$ cat src/rtl/seven_seg_readback_if.sv
// Display-side bus (seg/an sampled by the monitor) plus the digit-pair
// valid/ready output channel.
interface seven_seg_readback_if;
    logic [6:0] seg;
    logic [1:0] an;
    logic       out_ready;
    logic [3:0] digit0;
    logic [3:0] digit1;
    logic       out_valid;

    // Handshake: a pair transfers on a rising clk edge where out_valid and
    // out_ready are both 1; digit0/digit1 hold steady while out_valid is 1.
    modport master (
        output seg, an, out_ready,
        input  digit0, digit1, out_valid
    );

    modport slave (
        input  seg, an, out_ready,
        output digit0, digit1, out_valid
    );
endinterface

$ cat src/rtl/seven_seg_readback.sv
// Seven-segment readback monitor: recovers the two displayed hex digits,
// qualifies them by stability, and reports bad glyphs, contention and overruns.
module seven_seg_readback #(
    parameter int STABLE_CYCLES = 4,
    parameter int CNT_W         = 8
) (
    input  logic                 clk,
    input  logic                 reset,
    seven_seg_readback_if.slave  bus,
    input  logic                 err_clear,
    output logic                 err_pattern,
    output logic                 err_contention,
    output logic                 err_overrun
);

    localparam logic [CNT_W-1:0] STABLE = CNT_W'(STABLE_CYCLES);

    // Returns {legal, nibble} for an active-low seg[6:0] pattern.
    function automatic logic [4:0] decode_glyph(input logic [6:0] s);
        logic [4:0] r;
        r = 5'b0_0000;
        case (s)
            7'b1000000: r = 5'h10;
            7'b1111001: r = 5'h11;
            7'b0100100: r = 5'h12;
            7'b0110000: r = 5'h13;
            7'b0011001: r = 5'h14;
            7'b0010010: r = 5'h15;
            7'b0000010: r = 5'h16;
            7'b1111000: r = 5'h17;
            7'b0000000: r = 5'h18;
            7'b0010000: r = 5'h19;
            7'b0001000: r = 5'h1A;
            7'b0000011: r = 5'h1B;
            7'b1000110: r = 5'h1C;
            7'b0100001: r = 5'h1D;
            7'b0000110: r = 5'h1E;
            7'b0001110: r = 5'h1F;
            default:    r = 5'h00;
        endcase
        return r;
    endfunction

    logic [6:0]       seg_q, seg_d, prev_seg_q, prev_seg_d;
    logic [1:0]       an_q, an_d, prev_an_q, prev_an_d;
    logic             smp_vld_q, smp_vld_d;
    logic [CNT_W-1:0] cnt_q, cnt_d;
    logic [3:0]       cap0_q, cap0_d, cap1_q, cap1_d;
    logic             flag0_q, flag0_d, flag1_q, flag1_d;
    logic [3:0]       digit0_q, digit0_d, digit1_q, digit1_d;
    logic             out_valid_q, out_valid_d;
    logic             err_pat_q, err_pat_d;
    logic             err_con_q, err_con_d;
    logic             err_ovr_q, err_ovr_d;

    logic             same;
    logic             capture;
    logic             set_pat, set_con, set_ovr;
    logic [4:0]       glyph;

    always_comb begin
        seg_d       = bus.seg;
        an_d        = bus.an;
        smp_vld_d   = 1'b1;
        prev_seg_d  = seg_q;
        prev_an_d   = an_q;
        cnt_d       = cnt_q;
        cap0_d      = cap0_q;
        cap1_d      = cap1_q;
        flag0_d     = flag0_q;
        flag1_d     = flag1_q;
        digit0_d    = digit0_q;
        digit1_d    = digit1_q;
        out_valid_d = out_valid_q;
        capture     = 1'b0;
        set_pat     = 1'b0;
        set_con     = 1'b0;
        set_ovr     = 1'b0;
        same        = (seg_q == prev_seg_q) && (an_q == prev_an_q);
        glyph       = decode_glyph(seg_q);

        // smp_vld_q masks the first registered sample after reset, which
        // still holds reset values rather than anything seen on the pins.
        if (smp_vld_q) begin
            case (an_q)
                2'b10, 2'b01: begin
                    if (same) begin
                        cnt_d = (cnt_q == STABLE) ? cnt_q : cnt_q + 1'b1;
                    end else begin
                        cnt_d = {{(CNT_W-1){1'b0}}, 1'b1};
                    end
                    capture = (cnt_d == STABLE) && (!same || (cnt_q != STABLE));
                end
                2'b11: cnt_d = '0;
                default: begin
                    cnt_d   = '0;
                    set_con = 1'b1;
                end
            endcase
        end

        if (flag0_q && flag1_q) begin
            flag0_d = 1'b0;
            flag1_d = 1'b0;
            if (!out_valid_q || bus.out_ready) begin
                digit0_d    = cap0_q;
                digit1_d    = cap1_q;
                out_valid_d = 1'b1;
            end else begin
                set_ovr = 1'b1;
            end
        end else if (out_valid_q && bus.out_ready) begin
            out_valid_d = 1'b0;
        end

        // A capture on the commit edge starts the next pair rather than being lost.
        if (capture) begin
            if (glyph[4]) begin
                if (an_q == 2'b10) begin
                    cap0_d  = glyph[3:0];
                    flag0_d = 1'b1;
                end else begin
                    cap1_d  = glyph[3:0];
                    flag1_d = 1'b1;
                end
            end else begin
                set_pat = 1'b1;
                if (an_q == 2'b10) flag0_d = 1'b0;
                else               flag1_d = 1'b0;
            end
        end

        err_pat_d = set_pat | (err_pat_q & ~err_clear);
        err_con_d = set_con | (err_con_q & ~err_clear);
        err_ovr_d = set_ovr | (err_ovr_q & ~err_clear);
    end

    always_ff @(posedge clk or negedge reset) begin
        if (!reset) begin
            seg_q       <= '0;
            an_q        <= '0;
            smp_vld_q   <= 1'b0;
            prev_seg_q  <= '0;
            prev_an_q   <= '0;
            cnt_q       <= '0;
            cap0_q      <= '0;
            cap1_q      <= '0;
            flag0_q     <= 1'b0;
            flag1_q     <= 1'b0;
            digit0_q    <= '0;
            digit1_q    <= '0;
            out_valid_q <= 1'b0;
            err_pat_q   <= 1'b0;
            err_con_q   <= 1'b0;
            err_ovr_q   <= 1'b0;
        end else begin
            seg_q       <= seg_d;
            an_q        <= an_d;
            smp_vld_q   <= smp_vld_d;
            prev_seg_q  <= prev_seg_d;
            prev_an_q   <= prev_an_d;
            cnt_q       <= cnt_d;
            cap0_q      <= cap0_d;
            cap1_q      <= cap1_d;
            flag0_q     <= flag0_d;
            flag1_q     <= flag1_d;
            digit0_q    <= digit0_d;
            digit1_q    <= digit1_d;
            out_valid_q <= out_valid_d;
            err_pat_q   <= err_pat_d;
            err_con_q   <= err_con_d;
            err_ovr_q   <= err_ovr_d;
        end
    end

    assign bus.digit0     = digit0_q;
    assign bus.digit1     = digit1_q;
    assign bus.out_valid  = out_valid_q;
    assign err_pattern    = err_pat_q;
    assign err_contention = err_con_q;
    assign err_overrun    = err_ovr_q;

endmodule

$ cat src/flat_wrapper.sv
// flat-port wrapper written by rule: the top's interface ports become plain ports
module seven_seg_readback_flat 
#(
    parameter int STABLE_CYCLES = 4,
    parameter int CNT_W         = 8
)
  (clk, reset, err_clear, err_pattern, err_contention, err_overrun, bus_seg, bus_an, bus_out_ready, bus_digit0, bus_digit1, bus_out_valid);
  seven_seg_readback_if bus_i ();
  input  logic clk;
  input  logic reset;
  input  logic err_clear;
  output logic err_pattern;
  output logic err_contention;
  output logic err_overrun;
  input wire logic [$bits(bus_i.seg)-1:0] bus_seg;
  input wire logic [$bits(bus_i.an)-1:0] bus_an;
  input wire logic [$bits(bus_i.out_ready)-1:0] bus_out_ready;
  output wire logic [$bits(bus_i.digit0)-1:0] bus_digit0;
  output wire logic [$bits(bus_i.digit1)-1:0] bus_digit1;
  output wire logic [$bits(bus_i.out_valid)-1:0] bus_out_valid;
  assign bus_i.seg = bus_seg;
  assign bus_i.an = bus_an;
  assign bus_i.out_ready = bus_out_ready;
  assign bus_digit0 = bus_i.digit0;
  assign bus_digit1 = bus_i.digit1;
  assign bus_out_valid = bus_i.out_valid;
  seven_seg_readback #(.STABLE_CYCLES(STABLE_CYCLES), .CNT_W(CNT_W)) u_core (.clk(clk), .reset(reset), .bus(bus_i), .err_clear(err_clear), .err_pattern(err_pattern), .err_contention(err_contention), .err_overrun(err_overrun));
endmodule
$ cat config.mk
export PLATFORM = sky130hd
export DESIGN_NAME = seven_seg_readback_flat
export DESIGN_NICKNAME = d
export VERILOG_FILES = /design/src/rtl/seven_seg_readback_if.sv /design/src/rtl/seven_seg_readback.sv /design/src/flat_wrapper.sv
export SDC_FILE = /design/constraint.sdc
export NUM_CORES = 1
export LEC_CHECK = 0
export BUFFER_PORTS_ARGS = -buffer_cell sky130_fd_sc_hd__buf_2
export CAP_MARGIN = 0
export CORE_AREA = 2 2 94 96
export CTS_CLUSTER_DIAMETER = 50
export DETAILED_ROUTE_END_ITERATION = 12
export DIE_AREA = 0 0 96 98
export RECOVER_POWER = 50
export SYNTH_ARGS = -nofsm -noshare
export SYNTH_HDL_FRONTEND = slang
export SYNTH_SLANG_ARGS = --single-unit
$ cat constraint.sdc
create_clock -name clk -period 3.3 [get_ports clk]
set_input_delay 0.66 -clock clk [delete_from_list [all_inputs] [get_ports clk]]
set_output_delay 0.66 -clock clk [all_outputs]
set_load 0.005 [all_outputs]
-- After elaboration in Yosys (flattened, before gate mapping)
Cells that the tools add are included.
- bits in registers: 49
- input bits: 13
- output and inout port bits: 12
- logic and storage cells: 92
- add/subtract/negate cells: 1
- equality and inequality tests: 24
- mux-type cells: 27
- bitwise operators: 8
- reduce and logical (&&, ||, !) cells: 16
- operators by type and width (operator ; number):
    one-hot mux 5 bit (16 select lines) ; 1
    2-to-1 mux 8 bit ; 5
    == test 7 bit (second input constant) ; 4
    == test 7 x 5 -> 1 bit (second input constant) ; 3
    == test 7 x 6 -> 1 bit (second input constant) ; 3
    2-to-1 mux 1 bit ; 21
    == test 8 x 3 -> 1 bit (second input constant) ; 2
    == test 7 x 2 -> 1 bit (second input constant) ; 2
    == test 7 x 4 -> 1 bit (second input constant) ; 2
    adder 8 x 1 -> 8 bit (second input constant) ; 1
    inequality test 8 x 3 -> 1 bit (second input constant) ; 1
    == test 7 x 3 -> 1 bit (second input constant) ; 1
    == test 7 bit ; 1
    zero test 7 bit ; 1
    AND reduction 3 bit ; 2
    == test 2 bit (second input constant) ; 2
    logical AND 1 bit ; 4
    AND reduction 2 bit ; 2
    AND 1 bit ; 3
    bitwise OR 1 bit ; 3
    OR reduction 3 bit ; 1
    == test 2 x 1 -> 1 bit (second input constant) ; 1
    == test 2 bit ; 1
    zero test 1 bit ; 2
    5 further kinds ; 7

-- Depth between registers and ports, before layout
Gate-level depths: netlist of the first run.
- depth in word-level cells: 11
- gate-level depth with buffers: 9
- depth with buffers taken out: 8

-- Least setup slack after synthesis of the first run
OpenSTA, ideal clock, no wires.
- kind: reg-to-reg
- start: reg u_core.cnt_q[0]
- end: reg u_core.cap0_q[0]
- library setup time: 0.125 ns
- arrival: 2.337 ns
- required time: 3.175 ns
- path slack: 0.838 ns
- cell stages (with the launch flop): 9
- path buffers: 1
- period minus slack after synthesis: 2.462 ns
- cell sequence: dfrtp_1 -> ha_1 -> and4_1 -> and2_1 -> o311ai_1 -> nand4_4 -> or3b_1 -> buf_6 -> mux2_4
- word-level cells in the longest chain between the ends: 10
- elaborated cells on any way between the ends: 13
- those cells by class: add/sub (1); eq/ne (3); mux (6); reduce/logical (3)
- ends and longest elaborated chain (element ; line ; RTL):
    start, declared ; seven_seg_readback.sv:47 ; logic [CNT_W-1:0] cnt_q, cnt_d;
    start signal, assigned ; seven_seg_readback.sv:162 ; cnt_q <= cnt_d;
    adder 8 x 1 -> 8 bit or == test 8 x 3 -> 1 bit (tied branches) ; seven_seg_readback.sv:88 ; cnt_d = (cnt_q == STABLE) ? cnt_q : cnt_q + 1'b1;
    2-to-1 mux 8 bit ; seven_seg_readback.sv:88 ;
    2-to-1 mux 8 bit ; seven_seg_readback.sv:87 ; if (same) begin
    2-to-1 mux 8 bit ; seven_seg_readback.sv:85 ; case (an_q)
    2-to-1 mux 8 bit ; seven_seg_readback.sv:84 ; if (smp_vld_q) begin
    == test 8 x 3 -> 1 bit ; seven_seg_readback.sv:92 ; capture = (cnt_d == STABLE) && (!same || (cnt_q != STABLE));
    logical AND 1 bit (*) ; seven_seg_readback.sv:92 ;
    2-to-1 mux 1 bit (*) ; seven_seg_readback.sv:85 ;
    2-to-1 mux 1 bit (*) ; seven_seg_readback.sv:84 ;
    AND reduction 3 bit (no line) (*) ; - ;
    end signal, assigned ; seven_seg_readback.sv:163 ; cap0_q <= cap0_d;
    end, declared ; seven_seg_readback.sv:48 ; logic [3:0] cap0_q, cap0_d, cap1_q, cap1_d;
Mark *: on every way between the ends. The rest lies on a longest branch, timed or not. The select of a mux whose other input is x is not followed.
A chain may end at the register's enable or synchronous reset.

-- Worst setup path in the final report of the first run
- start: reg u_core.seg_q[6] (netlist: u_core.prev_seg_d[6])
- end: reg u_core.cap1_q[1]
- word-level cells in the longest chain between the ends: 10
- elaborated cells on any way between the ends: 29
- those cells by class: eq/ne (17); mux (6); reduce/logical (6)
- ends and longest elaborated chain (element ; line ; RTL):
    start, declared ; seven_seg_readback.sv:44 ; logic [6:0] seg_q, seg_d, prev_seg_q, prev_seg_d;
    start signal, assigned ; seven_seg_readback.sv:157 ; seg_q <= seg_d;
    == test 7 bit ; seven_seg_readback.sv:79 ; same = (seg_q == prev_seg_q) && (an_q == prev_an_q);
    logical AND 1 bit ; seven_seg_readback.sv:79 ;
    2-to-1 mux 8 bit ; seven_seg_readback.sv:87 ;
    2-to-1 mux 8 bit ; seven_seg_readback.sv:85 ;
    2-to-1 mux 8 bit ; seven_seg_readback.sv:84 ;
    == test 8 x 3 -> 1 bit ; seven_seg_readback.sv:92 ;
    logical AND 1 bit ; seven_seg_readback.sv:92 ;
    2-to-1 mux 1 bit ; seven_seg_readback.sv:85 ;
    2-to-1 mux 1 bit ; seven_seg_readback.sv:84 ;
    AND reduction 3 bit (no line) ; - ;
    end signal, assigned ; seven_seg_readback.sv:164 ; cap1_q <= cap1_d;
    end, declared ; seven_seg_readback.sv:48 ;
Several ways; a longest one is shown, not always the timed one. The select of a mux whose other input is x is not followed.

==> results of run 1 <==
-- power breakdown --
| part | internal [uW] | leakage [uW] | switching (uW) |
|---|---|---|---|
| sequential | 614 | 0.000637 | 20.9 |
| combinational | 27.1 | 0.000539 | 41.3 |
| clock | 194 | 0.0000549 | 203 |
-- per-layer routing --
layer,global-route usage,routed length [um]
met5,0,0
met4,0.0231,23
met3,0.0270,201
met2,0.163,2060
met1,0.152,2090
-- metrics by stage --
stage	cell area, um2	hold WS, ns
5_1_grt	2680	0.437
4_1_cts	2680	0.450
3_5_place_dp	2580	0.434
3_3_place_gp	2580	0.434
2_1_floorplan	2380	0.349
6_report	2680	0.451
-- logic make-up (layout without fill, tap and decap cells) --
| logic type | after synthesis | in the layout | share of synthesized area |
|---|---|---|---|
| flops | 49 | 49 | 0.514 |
| simple gates | 80 | 80 | 0.192 |
| compound gates | 45 | 45 | 0.117 |
| fa+ha+maj | 4 | 4 | 0.0210 |
| buf+inv | 25 | 46 | 0.0488 |
| xor+xnor | 10 | 10 | 0.0367 |
| other cells | 1 | 1 | 0.00157 |
| mux | 14 | 14 | 0.0682 |
-- placed cells by master, fill, tap and decap left out, drive strengths merged, types with 2 or more instances in the layout --
master,n
a211oi,4
o211ai,2
o21bai,2
nor2,9
buf,23
nand3,11
and3,3
o21ai,18
nor2b,4
nor4,2
and2,5
ha,4
nand2b,7
dfrtp,49
clkbuf,9
or3,2
inv,14
mux2i,2
and4,4
o31ai,2
nand4,6
o22ai,5
nand2,16
xor2,10
mux2,12
nor3,5
a21oi,5
-- registers in the layout, indices dropped and copies added, names as in the netlist, 2 cells and up --
signal / flops
u_core.cap1_q: 4
u_core.prev_an_q: 2
u_core.bus.digit0: 4
u_core.cap0_q: 4
u_core.prev_seg_q: 7
u_core.cnt_q: 8
u_core.prev_seg_d: 7
u_core.bus.digit1: 4
u_core.an_q: 2
-- worst reg2reg max path, stage by stage (launching register included) --
cell and delay [ns]:
dfrtp_1 0.52, xor2_1 0.22, nor4_2 0.29, and4_1 0.48, nand4_4 0.20, nor3b_1 0.57
mux2_2 0.41
-- final timing paths --
check	start	endpoint
setup / recovery	u_core.prev_seg_d[6]	u_core.cap1_q[1]
hold / removal	u_core.an_q[0]	u_core.prev_an_q[0]
setup reg to reg	u_core.prev_seg_d[6]	u_core.cap1_q[1]
hold reg to reg	u_core.an_q[0]	u_core.prev_an_q[0]
max in group asynchronous	reset	u_core.flag1_q
min in group asynchronous	reset	u_core.cnt_q[3]
-- cell type report --
type                       instances  area (um2)  share of cell area
timing repair buffer              25         124              0.0462
clock inverter                     1        8.76             0.00327
sequential                        49        1230               0.458
multi-input combinational        154        1040               0.388
clock buffer                       7        96.3              0.0359
inverter                          13        48.8              0.0182
tap                              108         135              0.0504
==> results.tsv, run 1 <==
metric	value	unit
layout.nets	265	
wl_per_cell	12.3	um
h-tree-depth	2	
die_area	9410	um2
end_kind	flip-flop	
clk_latency	0.30	ns
drv_slew	0	
total_power	1100	uW
cts_resized	0	
power_density	410	nW/um2
rrSetupSlack	0.50	ns
startpoint_type	flip-flop	
crit_chain	xor2_1 -> nor4_2 -> and4_1 -> nand4_4 -> nor3b_1 -> mux2_2	
yosysMostFrequentCell	dfrtp_1	
numClockSinks	49	
grt_setup_unrepaired	false	
cts_made_buffers	5	
num_vias	1665	
max-vdd-ir-drop	0.174	mV
grt_max_degree	50	
hp-class	reg2reg	
arrival	2.99	ns
synth_async_sr_flop_share	1.00	
setup_viol	0	
ys_top_cells_by_count	dfrtp_1, o21ai_0, nand2_1, inv_1, nand3_1	
holdPathStages	0	
worstPathMaxFanout	12	
critical-path-top-delay-family	simple AND/OR/NAND/NOR gates	
grtUsageTotal	0.107	
cp_num_cells	6	
antenna_found_initial	0	
tightest_slew	1.22	ns
gp_congestion	0.836	
grt_overflow	0	
synth_edf_count	0	
core_area	8470	um2
root_buffer	clkbuf_8	
synth.cell_area	2380	um2
firstDrtPassIters	4	
grt_pass1_vias	1668	
start_util	0.282	
io_buffers	24	
drive_gt1_frac	0.189	
fin_tns_setup	0	ns
fin_cells	357	
avgSynthCellArea	10.5	um2
syn_inst	228	
max_freq	0.357	GHz
die_h	98	um
worst_slack	0.498	ns
crit_buf_inv	0	
dp_hpwl	3.16	mm
synth_top_cell_by_area	dfrtp_1	
fillers	854	
finalCritPeriodShare	0.849	
worstSetupPathType	reg2reg	
clk_pin_slew	0.09	ns
maxSlewHeadroom	0.187	
dpl_worst_slack	0.500	ns
cts_tree	done	
dr.first_iter.drc_count	61	
worstRegToRegCells	6	
synth_top_area_share	0.514	
via_per_inst	4.66	
ctsHoldBuffers	0	
synth_warnings	0	
fin_util	0.317	
drtAntennaViolNets	0	
place_inst	349	
ys.flop_type	dfrtp_1	
critPathMaxStageDelay	0.57	ns
syn_to_final_growth	12.4	%
post-cts-setup-buffer-count	0	
synth.area.top_cells	dfrtp_1, mux2_2, o21ai_0	
synth_cell_type_count	46	
antennaDiodeCount	0	
fin_crit	2.80	ns
required	3.49	ns
rows	34	
crit_slowest_cell	nor3b_1	
power_leakage	0.00123	uW
ys_seq_elements	49	
status	finished clean	
hold_viol_final	0	
drc_errors	0	
grt_pass1_wl	8.06	mm
clock_path_buffers	2	
die_w	96	um
cap_violations	0	
io_pins	25	
finalWirelength	4.38	mm
ys_seq_area_frac	0.514	
clock_skew	0.00399	ns
syn_nets	245	
No activity file was read; power rests on OpenSTA's default activity.
==> inputs of run 2 (changes only) <==
- ABC_AREA: default -> 1
- CORE_AREA: 2 2 94 96 -> 2 2 96 98
- DIE_AREA: 0 0 96 98 -> 0 0 98 100
- clock period: 3.3 -> 2.8 ns (I/O delays scaled with it)
==> results.tsv, run 2 <==
metric	value	unit
synth_cell_type_count	26	
ys_seq_area_frac	0.497	
arrival	2.19	ns
die_h	100	um
post-cts-setup-buffer-count	0	
synth.cell_area	2470	um2
synthSimpleGateAreaFrac	0.307	
regMostFlops	u_core.cnt_q	
die_area	9800	um2
synth_xor_area_frac	0.0142	
syn_inst	297	
worst_slack	0.800	ns
yosysMostFrequentCell	nand2_1	
drive_gt1_frac	0.176	
syn_to_final_growth	13.6	%
antenna_found_initial	0	
required	2.99	ns
clk_pin_slew	0.09	ns
core_area	8890	um2
end_kind	flip-flop	
drtAntennaViolNets	0	
fin_util	0.315	
num_vias	1962	
layout.nets	345	
maxSlewHeadroom	0.186	
clock_skew	0.00770	ns
grt_max_degree	24	
cap_violations	0	
ys.flop_type	dfrtp_1	
fillers	943	
synth_top_family_by_area	simple AND/OR/NAND/NOR gates	
clock_path_buffers	2	
grtUsageTotal	0.109	
wl_per_cell	11.3	um
antennaDiodeCount	0	
top_layer_used	met4	
io_buffers	24	
dr.first_iter.drc_count	53	
met2_length	2.43	mm
firstDrtPassIters	4	
cts_made_buffers	5	
io_pins	25	
start_util	0.278	
final_cell_mix	nand2_1, dfrtp_1, inv_1	
postPlaceCellArea	2730	um2
dpl_worst_slack	0.816	ns
grt_overflow	0	
cts_resized	0	
max-vdd-ir-drop	0.167	mV
fin_crit	2.00	ns
die_w	98	um
hold_viol_final	0	
finalWirelength	4.98	mm
drc_errors	0	
wl_met3	218	um
worstSetupPathType	reg2reg	
finalCritPeriodShare	0.714	
power_leakage	0.00154	uW
grt_setup_unrepaired	false	
ys_top_cells_by_count	nand2_1, dfrtp_1, inv_1, nand3_1, nor2_1	
via_per_inst	4.46	
worstPathMaxFanout	5	
ctsHoldBuffers	0	
synth_warnings	0	
numClockSinks	49	
synth_edf_count	0	
rows	35	
ys_seq_elements	49	
synth.area.top_cells	dfrtp_1, nand2_1, inv_1	
clk_latency	0.30	ns
tightest_slew	1.22	ns
wl_met1	2.26	mm
synth_top_cell_by_area	dfrtp_1	
h-tree-depth	2	
largest_register_ff_count	8	
layout.cells.most_common	nand2_1	
setup_viol	0	
grt_pass1_wl	8.72	mm
max_freq	0.500	GHz
startpoint_type	flip-flop	
synth_top_area_share	0.497	
gp_congestion	0.839	
drv_slew	0	
fin_area	2800	um2
syn_nets	314	
power_density	444	nW/um2
hp-class	in2reg	
root_buffer	clkbuf_8	
status	finished clean	
cts_tree	done	
dp_hpwl	3.86	mm
grt_pass1_vias	1953	
seqCellArea	1230	um2
fin_tns_setup	0	ns
multi_input_area	1040	um2
avgSynthCellArea	8.31	um2
synthAdderAreaFrac	0.0203	
synth_compound_area_frac	0.0502	
synth_async_sr_flop_share	1.00	
synth_mux_area_frac	0.0274	
==> run 2: cell types whose count changed after synthesis, moves of 5 or more <==
cell / previous run / this run
inv_2: 0 / 6
nand4_1: 5 / 12
a21oi_1: 5 / 0
nor2_1: 9 / 17
nand3_1: 11 / 22
nand2b_1: 7 / 0
nand2_1: 16 / 85
nor2_2: 0 / 6
and2_1: 5 / 0
inv_1: 13 / 45
o21ai_0: 18 / 11
clkbuf_1: 6 / 0
xor2_1: 10 / 3
==> run 2: cell type report <==
type / instances / share of cell area
clock buffers: 7 / 0.0272
multi-input cells: 195 / 0.370
flip-flops and latches: 49 / 0.438
inverters: 51 / 0.0683
repair buffers: 26 / 0.0446
clock inverters: 1 / 0.00268
well taps: 111 / 0.0496
==> run 2: layer usage <==
metal,vias up,track usage
li1,1010,-
met1,902,0.135
met2,41,0.192
met3,9,0.0230
met4,0,0.0363
met5,-,0
==> run 2: critical path, cell delays in order (launching register included) <==
cell and delay (ns):
dfrtp_1 0.41, inv_1 0.11, ha_1 0.15, nand3_1 0.12
o21ai_0 0.27, nand3_1 0.12, nor2_1 0.15, nand3_2 0.11
nor2_2 0.18, nand3_2 0.13, nand2_1 0.08, nand2_1 0.06
==> run 2: through the flow <==
stage          std cells  hold WS [ns]  power, uW
6_report             440         0.361       1240
5_1_grt              440         0.340       1320
4_1_cts              440         0.241       1260
3_5_place_dp         432         0.390        856
3_3_place_gp         432         0.384        854
2_1_floorplan        297         0.264        813
==> run 2: worst paths after layout <==
kind	from	to	slack, ns	depth (start not counted)
worst max-delay path	u_core.cnt_q[0]	u_core.cap0_q[0]	0.80	11
max in group asynchronous	reset	u_core.cap1_q[2]	0.95	2
worst min-delay path	bus_seg[3]	u_core.prev_seg_d[3]	0.36	1
min in group asynchronous	reset	u_core.prev_seg_q[1]	0.49	1
worst min register to register	u_core.an_q[0]	u_core.prev_an_q[0]	0.40	0
worst max register to register	u_core.cnt_q[0]	u_core.cap0_q[0]	0.80	11
==> run 2: cells by family (layout without fill, tap and decap cells) <==
logic type	Yosys count	count (layout)
AND/OR/NAND/NOR	159	159
AO/OA/AOI/OAI	21	21
multiplexers	6	6
flip-flops	49	49
adder cells (fa/ha/maj)	4	4
buffers and inverters	53	85
other	1	1
XOR/XNOR	4	4
==> run 2: where the power goes <==
part	switching, uW	internal (uW)
Clock	229	177
Sequential	19.8	724
Combinational	65.7	28.8
